File: src/rtl/cdb_arbiter_if.sv
// ---------------------------------------------------------------------------
// cdb_arbiter_if : producer-side results and CDB broadcast lanes
// Rev 1.0
// ---------------------------------------------------------------------------
`default_nettype none

interface cdb_arbiter_if #(
   parameter int NUM_REQ   = 4,
   parameter int NUM_LANES = 2,
   parameter int ROB_DEPTH = 4
);
   logic                                 flush;
   logic [NUM_REQ-1:0]                   req_valid;
   logic [NUM_REQ-1:0][31:0]             req_rd_v;
   logic [NUM_REQ-1:0][ROB_DEPTH-1:0]    req_rob;
   logic [NUM_REQ-1:0]                   req_ready;
   logic [NUM_LANES-1:0]                 cdb_valid;
   logic [NUM_LANES-1:0][31:0]           cdb_rd_v;
   logic [NUM_LANES-1:0][ROB_DEPTH-1:0]  cdb_rob;

   modport master (
      output flush, req_valid, req_rd_v, req_rob,
      input  req_ready, cdb_valid, cdb_rd_v, cdb_rob
   );

   modport slave (
      input  flush, req_valid, req_rd_v, req_rob,
      output req_ready, cdb_valid, cdb_rd_v, cdb_rob
   );
endinterface

`default_nettype wire

File: src/rtl/cdb_arbiter.sv
// ---------------------------------------------------------------------------
// cdb_arbiter : round-robin grant of NUM_REQ result producers onto NUM_LANES
//               registered common-data-bus lanes
// Rev 1.0
// ---------------------------------------------------------------------------
`default_nettype none

module cdb_arbiter #(
   parameter int NUM_REQ   = 4,
   parameter int NUM_LANES = 2,
   parameter int ROB_DEPTH = 4
) (
   input  logic         clk,
   input  logic         rst,
   cdb_arbiter_if.slave bus
);
   localparam int PTR_W  = (NUM_REQ   > 1) ? $clog2(NUM_REQ)   : 1;
   localparam int LANE_W = (NUM_LANES > 1) ? $clog2(NUM_LANES) : 1;

   logic [PTR_W-1:0]                     rr_ptr_q,    rr_ptr_d;
   logic [NUM_LANES-1:0]                 cdb_valid_q, cdb_valid_d;
   logic [NUM_LANES-1:0][31:0]           cdb_rd_v_q,  cdb_rd_v_d;
   logic [NUM_LANES-1:0][ROB_DEPTH-1:0]  cdb_rob_q,   cdb_rob_d;

   logic [NUM_REQ-1:0]                   granted;
   logic [NUM_LANES-1:0]                 lane_hit;
   logic [NUM_LANES-1:0][PTR_W-1:0]      lane_win;
   logic [PTR_W-1:0]                     last_win;
   logic [PTR_W:0]                       scan_sum;
   logic [PTR_W-1:0]                     scan_idx;
   logic [LANE_W:0]                      n_grant;

   // Scan from rr_ptr with an explicit modulo so non-power-of-two counts wrap correctly.
   always_comb begin
      granted  = '0;
      lane_hit = '0;
      lane_win = '0;
      last_win = rr_ptr_q;
      n_grant  = '0;
      scan_sum = '0;
      scan_idx = '0;
      for (int j = 0; j < NUM_REQ; j++) begin
         scan_sum = {1'b0, rr_ptr_q} + (PTR_W+1)'(j);
         if (scan_sum >= (PTR_W+1)'(NUM_REQ)) begin
            scan_sum = scan_sum - (PTR_W+1)'(NUM_REQ);
         end
         scan_idx = scan_sum[PTR_W-1:0];
         if (bus.req_valid[scan_idx] && (n_grant < (LANE_W+1)'(NUM_LANES))) begin
            granted[scan_idx]               = 1'b1;
            lane_hit[n_grant[LANE_W-1:0]]   = 1'b1;
            lane_win[n_grant[LANE_W-1:0]]   = scan_idx;
            last_win                        = scan_idx;
            n_grant                         = n_grant + (LANE_W+1)'(1);
         end
      end
   end

   always_comb begin
      rr_ptr_d    = rr_ptr_q;
      cdb_valid_d = '0;
      cdb_rd_v_d  = cdb_rd_v_q;
      cdb_rob_d   = cdb_rob_q;
      if (!bus.flush) begin
         for (int k = 0; k < NUM_LANES; k++) begin
            if (lane_hit[k]) begin
               cdb_valid_d[k] = 1'b1;
               cdb_rd_v_d[k]  = bus.req_rd_v[lane_win[k]];
               cdb_rob_d[k]   = bus.req_rob[lane_win[k]];
            end
         end
         if (|granted) begin
            rr_ptr_d = (last_win == PTR_W'(NUM_REQ - 1)) ? '0 : last_win + PTR_W'(1);
         end
      end
   end

   always_ff @(posedge clk or posedge rst) begin
      if (rst) begin
         rr_ptr_q    <= '0;
         cdb_valid_q <= '0;
         cdb_rd_v_q  <= '0;
         cdb_rob_q   <= '0;
      end else begin
         rr_ptr_q    <= rr_ptr_d;
         cdb_valid_q <= cdb_valid_d;
         cdb_rd_v_q  <= cdb_rd_v_d;
         cdb_rob_q   <= cdb_rob_d;
      end
   end

   assign bus.req_ready = granted & {NUM_REQ{~bus.flush}};
   assign bus.cdb_valid = cdb_valid_q;
   assign bus.cdb_rd_v  = cdb_rd_v_q;
   assign bus.cdb_rob   = cdb_rob_q;

endmodule

`default_nettype wire

File: src/flat_wrapper.sv
// flat-port wrapper written by rule: the top's interface ports become plain ports
module cdb_arbiter_flat 
#(
   parameter int NUM_REQ   = 4,
   parameter int NUM_LANES = 2,
   parameter int ROB_DEPTH = 4
)
  (clk, rst, bus_flush, bus_req_valid, bus_req_rd_v, bus_req_rob, bus_req_ready, bus_cdb_valid, bus_cdb_rd_v, bus_cdb_rob);
  cdb_arbiter_if #(.NUM_REQ(NUM_REQ), .NUM_LANES(NUM_LANES), .ROB_DEPTH(ROB_DEPTH)) bus_i ();
  input  logic clk;
  input  logic rst;
  input wire logic [$bits(bus_i.flush)-1:0] bus_flush;
  input wire logic [$bits(bus_i.req_valid)-1:0] bus_req_valid;
  input wire logic [$bits(bus_i.req_rd_v)-1:0] bus_req_rd_v;
  input wire logic [$bits(bus_i.req_rob)-1:0] bus_req_rob;
  output wire logic [$bits(bus_i.req_ready)-1:0] bus_req_ready;
  output wire logic [$bits(bus_i.cdb_valid)-1:0] bus_cdb_valid;
  output wire logic [$bits(bus_i.cdb_rd_v)-1:0] bus_cdb_rd_v;
  output wire logic [$bits(bus_i.cdb_rob)-1:0] bus_cdb_rob;
  assign bus_i.flush = bus_flush;
  assign bus_i.req_valid = bus_req_valid;
  assign bus_i.req_rd_v = bus_req_rd_v;
  assign bus_i.req_rob = bus_req_rob;
  assign bus_req_ready = bus_i.req_ready;
  assign bus_cdb_valid = bus_i.cdb_valid;
  assign bus_cdb_rd_v = bus_i.cdb_rd_v;
  assign bus_cdb_rob = bus_i.cdb_rob;
  cdb_arbiter #(.NUM_REQ(NUM_REQ), .NUM_LANES(NUM_LANES), .ROB_DEPTH(ROB_DEPTH)) u_core (.clk(clk), .rst(rst), .bus(bus_i));
endmodule
File: config.mk
export PLATFORM = sky130hd
export DESIGN_NAME = cdb_arbiter_flat
export DESIGN_NICKNAME = d
export VERILOG_FILES = /design/src/rtl/cdb_arbiter_if.sv /design/src/rtl/cdb_arbiter.sv /design/src/flat_wrapper.sv
export SDC_FILE = /design/constraint.sdc
export NUM_CORES = 1
export LEC_CHECK = 0
export CAP_MARGIN = 10
export CORE_MARGIN = 2
export CORE_UTILIZATION = 35
export CTS_CLUSTER_SIZE = 30
export DETAILED_ROUTE_END_ITERATION = 10
export HOLD_SLACK_MARGIN = 0.15
export PLACE_DENSITY = 0.67
export SYNTH_ARGS = -nofsm -noshare
export SYNTH_HDL_FRONTEND = slang
export SYNTH_SLANG_ARGS = --single-unit
File: constraint.sdc
create_clock -name clk -period 5.4 [get_ports clk]
set_input_delay 0.54 -clock clk [delete_from_list [all_inputs] [get_ports clk]]
set_output_delay 0.54 -clock clk [all_outputs]
set_load 0.01 [all_outputs]
After elaboration in Yosys (flattened, before gate mapping)
Cells that the tools add are included.
Widths: inputs -> output; s select.
{"block": "word_totals", "ff_bits": 76, "inputBits": 151, "output_inout_bits": 78, "wordCells": 128}
{"block": "classes", "add_sub_neg": 10, "magnitude_cmp": 23, "n_eq_ne": 1, "mux": 66, "bitwise_logic": 8, "reduce_logical": 14}
{"operator": "$bmux 32 s2", "count": 2}
{"operator": "$mux 32", "count": 2}
{"operator": "$mux 2", "count": 19}
{"operator": "$mux 4", "count": 9}
{"operator": "$lt 2x3->1 const B", "count": 6}
{"operator": "$bmux 4 s2", "count": 2}
{"operator": "$mux 1", "count": 15}
{"operator": "$bwmux 4", "count": 3}
{"operator": "$or 4x4->4", "count": 3}
{"operator": "$logic_and 1x1->1", "count": 10}
{"operator": "$ge 3x3->1 const B", "count": 3}
{"operator": "$bmux 1 s2", "count": 4}
{"operator": "$demux 1 s2", "count": 4}
{"operator": "$ge 2x1->1 const B", "count": 4}
{"operator": "$lt 1x2->1 const B", "count": 4}
{"operator": "$sub 2x1->2 const B", "count": 4}
{"operator": "$add 2x2->3 const B", "count": 2}
{"operator": "$demux 2 s1", "count": 3}
{"operator": "$reduce_and 2->1", "count": 3}
{"operator": "$add 2x1->2 const B", "count": 2}
{"operator": "$and 4x4->4", "count": 1}
{"operator": "$lt 2x2->1 const B", "count": 2}
{"operator": "$or 2x2->2", "count": 2}
{"operator": "$reduce_or 4->1", "count": 1}
{"operator": "other kinds (8)", "count": 12}

Logic depth before layout (Yosys ltp)
{"block": "depth", "ltp_word": 19, "depth_mapped": 18, "mapped_depth_nobuf": 12}

Worst setup path after synthesis
Ideal clock, no wire load.
{"block": "synth_timing", "path_type": "flip-flop to flip-flop", "startpoint": "register u_core.rr_ptr_q[0]", "endpoint": "register u_core.cdb_rd_v_q, in the netlist u_core.bus.cdb_rd_v[24]", "setup_ps": 141, "arrival_ps": 3814, "setup_slack_ps": 1445, "path_stages_with_launch": 18, "path_buffers": 6, "synth_period_minus_slack_ps": 3955, "path_cell_list": "dfrtp_1 buf_4 inv_1 ha_1 buf_2 mux4_2 buf_2 ha_1 clkbuf_1 nor2b_1 a22o_1 a311oi_1 a21o_1 buf_4 buf_4 mux2_2 a22oi_1 a31oi_1"}
{"block": "synth_between", "elab_chain_len": 19, "elab_cells_between_ends": 72}
{"element": "start, declared", "line": "cdb_arbiter.sv:20", "rtl": "logic [PTR_W-1:0] rr_ptr_q, rr_ptr_d;"}
{"element": "start signal, assigned", "line": "cdb_arbiter.sv:84", "rtl": "rr_ptr_q <= rr_ptr_d;"}
{"element": "$ge 2x3->1 or $sub 2x1->2 (tied branches)", "line": "cdb_arbiter.sv:44, cdb_arbiter.sv:45"}
{"element": "$mux 2", "line": "cdb_arbiter.sv:44", "rtl": "if (scan_sum >= (PTR_W+1)'(NUM_REQ)) begin"}
{"element": "$bmux 1 s2", "line": "cdb_arbiter.sv:48", "rtl": "if (bus.req_valid[scan_idx] && (n_grant < (LANE_W+1)'(NUM_LANES))) begin"}
{"element": "$mux 1 (implied by the code)", "line": "cdb_arbiter.sv:48"}
{"element": "$mux 1", "line": "cdb_arbiter.sv:48"}
{"element": "$lt 1x2->1", "line": "cdb_arbiter.sv:48, cdb_arbiter.sv:50, cdb_arbiter.sv:51"}
{"element": "$logic_and 1x1->1", "line": "cdb_arbiter.sv:48"}
{"element": "$mux 2", "line": "cdb_arbiter.sv:48"}
{"element": "[... 3 more ...]"}
{"element": "$lt 1x2->1 (implied by the code) or $ge 1x1->1 (tied branches)", "line": "cdb_arbiter.sv:50, cdb_arbiter.sv:51"}
{"element": "$logic_and 1x1->1 (implied by the code)", "line": "cdb_arbiter.sv:50, cdb_arbiter.sv:51"}
{"element": "$mux 2 (implied by the code)", "line": "cdb_arbiter.sv:51", "rtl": "lane_win[n_grant[LANE_W-1:0]] = scan_idx;"}
{"element": "$demux 2 s1"}
{"element": "$bwmux 4", "line": "cdb_arbiter.sv:51"}
{"element": "$mux 4", "line": "cdb_arbiter.sv:48"}
{"element": "$bmux 32 s2", "line": "cdb_arbiter.sv:67", "rtl": "cdb_rd_v_d[k] = bus.req_rd_v[lane_win[k]];"}
{"element": "$mux 32 (implied by the code)", "line": "cdb_arbiter.sv:67"}
{"element": "end signal, assigned", "line": "cdb_arbiter.sv:86", "rtl": "cdb_rd_v_q <= cdb_rd_v_d;"}
{"element": "end, declared", "line": "cdb_arbiter.sv:22", "rtl": "logic [NUM_LANES-1:0][31:0] cdb_rd_v_q, cdb_rd_v_d;"}
Parallel ways exist; a longest one is shown, timed or not. The select of a mux whose other input is x is not followed.
A chain may end at the register's enable or synchronous reset.

Worst setup path in the final report
{"block": "layout_timing", "startpoint": "register u_core.rr_ptr_q[0]", "endpoint": "output port bus_req_ready[3]"}
{"block": "layout_between", "elab_chain_len": 15, "elab_cells_between_ends": 62}
{"element": "$ge 2x3->1 or $sub 2x1->2 (tied branches)", "line": "cdb_arbiter.sv:44, cdb_arbiter.sv:45"}
{"element": "$mux 2", "line": "cdb_arbiter.sv:44"}
{"element": "$bmux 1 s2", "line": "cdb_arbiter.sv:48"}
{"element": "$mux 1 (implied by the code)", "line": "cdb_arbiter.sv:48"}
{"element": "$mux 1", "line": "cdb_arbiter.sv:48"}
{"element": "$lt 1x2->1", "line": "cdb_arbiter.sv:48"}
{"element": "$logic_and 1x1->1", "line": "cdb_arbiter.sv:48"}
{"element": "$mux 2", "line": "cdb_arbiter.sv:48"}
{"element": "$lt 2x2->1", "line": "cdb_arbiter.sv:48"}
{"element": "$logic_and 1x1->1", "line": "cdb_arbiter.sv:48"}
{"element": "$mux 2", "line": "cdb_arbiter.sv:48"}
{"element": "$lt 2x2->1", "line": "cdb_arbiter.sv:48"}
{"element": "$logic_and 1x1->1", "line": "cdb_arbiter.sv:48"}
{"element": "$mux 4 *", "line": "cdb_arbiter.sv:48"}
{"element": "$and 4x4->4 *", "line": "cdb_arbiter.sv:91", "rtl": "assign bus.req_ready = granted & {NUM_REQ{~bus.flush}};"}
{"element": "end, declared", "line": "flat_wrapper.sv:16", "rtl": "output wire logic [$bits(bus_i.req_ready)-1:0] bus_req_ready;"}
Every way passes the cells marked *; elsewhere a longest branch is shown, timed or not. The select of a mux whose other input is x is not followed.

==> metrics.md <==
| Metric | Value |
|---|---|
| Synth area leaders | dfrtp_1, mux2_2, nand2_1 |
| Gr ovfl total | 0 |
| Post-synthesis cell area | 5761 um2 |
| Die Y | about 130 um |
| Syn Nets | 814 |
| Longest Clk Path Bufs | 2 |
| Root cell of the clock tree | clkbuf_16 |
| CTS clk-pin slew, worst paths | 0.06 ns |
| WP buf/inv | 2 |
| HP Class | register to register |
| Critical path's largest stage delay | 0.71 ns |
| Required @ worst endpoint | 4.86 ns |
| Per-cell routed wire length | 19.43 um |
| Sequential share of the synthesized area | around a third |
| CTS tree | built |
| TritonCTS buffer count | 9 |
| Slowest cell on crit path | mux4_2 |
| Commonest non-fill, non-tap cells in the layout | clkdlybuf4s50_1, nand2_1, nor2_1 |
| Netlist cell types | 54 |
| Total GRT Usage | 23.87% |
| Slew @ Worst Pin | 0.7964 ns |
| Worst setup SP type | register |
| DRC | 0 |
| Top delay family on crit path | adder cells |
| Setup total negative slack | 0 ns |
| Worst Path Arrival | 4.11 ns |
| Initial antenna violation count | 0 |
| 1st-pass router iterations | 6 |
| Cts hold-fix bufs | 0 |
| Final instance area | ~8500 um2 |
| Most common cell after layout, fill and taps aside | clkdlybuf4s50_1 |
| Post-DP Area | roughly 8000 um2 |
| Ys async rst share | 100.0% |
| I/O Pins | ~230 |
| Setup WS post-layout | 0.7463 ns |
| First-pass GRT wire length | 33400 um |
| Post-DP HPWL | 14720 um |
| Clock Skews | 0.004837 ns |
| Fmax | 214.9 MHz |
| EDFF count, synth | 0 |
| Routed Antenna Nets | 0 |
| Tcrit/Tclk final | 86.18% |
| RSZ-0062 raised after global routing | false |
| Top cell type's share of synthesized area | approximately 33% |
| Slew Viols, Final | 0 |
| Clock sinks | 76 |
| Primary FF master, synth | dfrtp_1 |
| Via count | 5955 |
| Ys Warns | 0 |
| Crit Path Category | register to output port |
| Outcome | completed |
| Number of diodes | 0 |
| Worst setup slack after placement | 0.8074 ns |
| Share of cells above drive strength 1 | between 10% and 20% |
| Routed wire length | 20950 um |
| Vias in the first global route | 5940 |
| Horiz. Die Dim | between 100 and 150 um |
| Pin count of the biggest net entering global routing | 58 |
| Postcts setup bufs | 0 |
| Final setup violation count | 0 |
| Die footprint | 17500 um2 |
| Critical Path, Cell by Cell | inv_1 > ha_1 > mux4_2 > ha_1 > nor2b_1 > a22oi_2 > nor2_2 > a21boi_0 > nor2_1 > clkdlybuf4s50_1 |
| Fin crit period | 4.654 ns |
| GPL Wtd Cong | 0.8718 |
| H-tree lvl count | 3 |
| Core ar. | about 16000 um2 |
| Max Cap Viol | 0 |
| Relative max-transition margin | between 40% and 50% |
| Synthesized area per cell | 8.822 um2 |
| CP Capture Type | output port |
| Nets | 1019 |
| Initial core utilization | 36.00% |
| Clk_lat worst skew | 0.34 ns |
| Flops & latches, synth | 76 |
| Row cnt | 46 |
| Port Buffer Count | 228 |
| Synth Instances | 653 |
| Hold Fails Final Rpt | 0 |
| Drt via density | between 5 and 6 |
| Layout area overhead | 47.98% |
| Cell taking the most area after synthesis | dfrtp_1 |
| CTS resizes | 0 |
| CP max FO | 14 |
| Initial DRC count | ~380 |
| Most common cell on crit path | ha_1 |
cells by family after synthesis:
group | count (synthesis) | share of synthesized area, %
muxes | 86 | 16.36
buffers and inverters | 61 | 5.930
DFF | 76 | 33.01
and+or+nand+nor | 252 | 18.68
AOI/OAI and AO/OA | 166 | 23.54
adders and majority gates | 10 | 2.172
xor gates and xnor gates | 2 | 0.3041
layer usage:
metal  GRT usage [%]  vias up  wire, um
met5               0        -         0
met2           39.24      253      9919
met3           3.614       27      1217
met4           8.124        0       413
li1                -     2809         -
met1           32.12     2866      9397
flip-flops by register name, indices dropped and copies added (netlist names):
register	count
u_core.bus.cdb_valid	2
u_core.rr_ptr_q	2
u_core.bus.cdb_rob	8
u_core.bus.cdb_rd_v	64
tightest hold or removal path, cell delays in order (launching register included):
cell     delay, ns
dfrtp_1       0.34
nor2_1        0.05
a31oi_1       0.12
metrics by stage:
| step | hold WS (ns) | util (%) | instances |
|---|---|---|---|
| 6_report | 0.5531 | 53.28 | 1078 |
| 5_1_grt | 0.5781 | 53.28 | 1078 |
| 4_1_cts | 0.5516 | 53.28 | 1078 |
| 3_5_place_dp | 0.5407 | 51.50 | 1063 |
| 3_3_place_gp | 0.5300 | 51.50 | 1063 |
| 2_1_floorplan | 0.5805 | - | 653 |
Yosys cell counts, types with 4 or more instances:
master    instances
nand2_1         118
nor2_1           82
dfrtp_1          76
mux2_2           41
mux2i_1          41
a31oi_1          39
and3_1           37
a22oi_1          36
a211oi_2         21
buf_2            18
a211oi_1         16
clkbuf_1         14
ha_1             10
inv_1            10
a21oi_1           9
buf_4             8
buf_6             8
o21ai_0           8
a221o_1           6
a222oi_1          4
area by class of cell:
class,count,area [um2]
fillers,1534,7476
clock inverters,4,51.30
inverters,11,42.54
well taps,216,270.3
repair buffers,244,2477
clock buffers,11,232.7
flip-flops and latches,76,1902
multi-input cells,516,3548
final timing paths:
check | to | startpoint | depth (start not counted) | slack [ns]
max | bus_req_ready[3] | u_core.rr_ptr_q[0] | 10 | 0.75
min | u_core.bus.cdb_rob[3] | u_core.bus.cdb_rob[3] | 2 | 0.55
max reg2reg | u_core.bus.cdb_rd_v[19] | u_core.rr_ptr_q[0] | 13 | 1.01
min reg2reg | u_core.bus.cdb_rob[3] | u_core.bus.cdb_rob[3] | 2 | 0.55
max in group asynchronous | u_core.bus.cdb_rd_v[28] | rst | 3 | 3.83
min in group asynchronous | u_core.bus.cdb_rd_v[16] | rst | 2 | 0.60
Power is left out: the tool's default activity adds up to more than one toggle a clock period on the data nets, which glitch-free logic cannot reach.
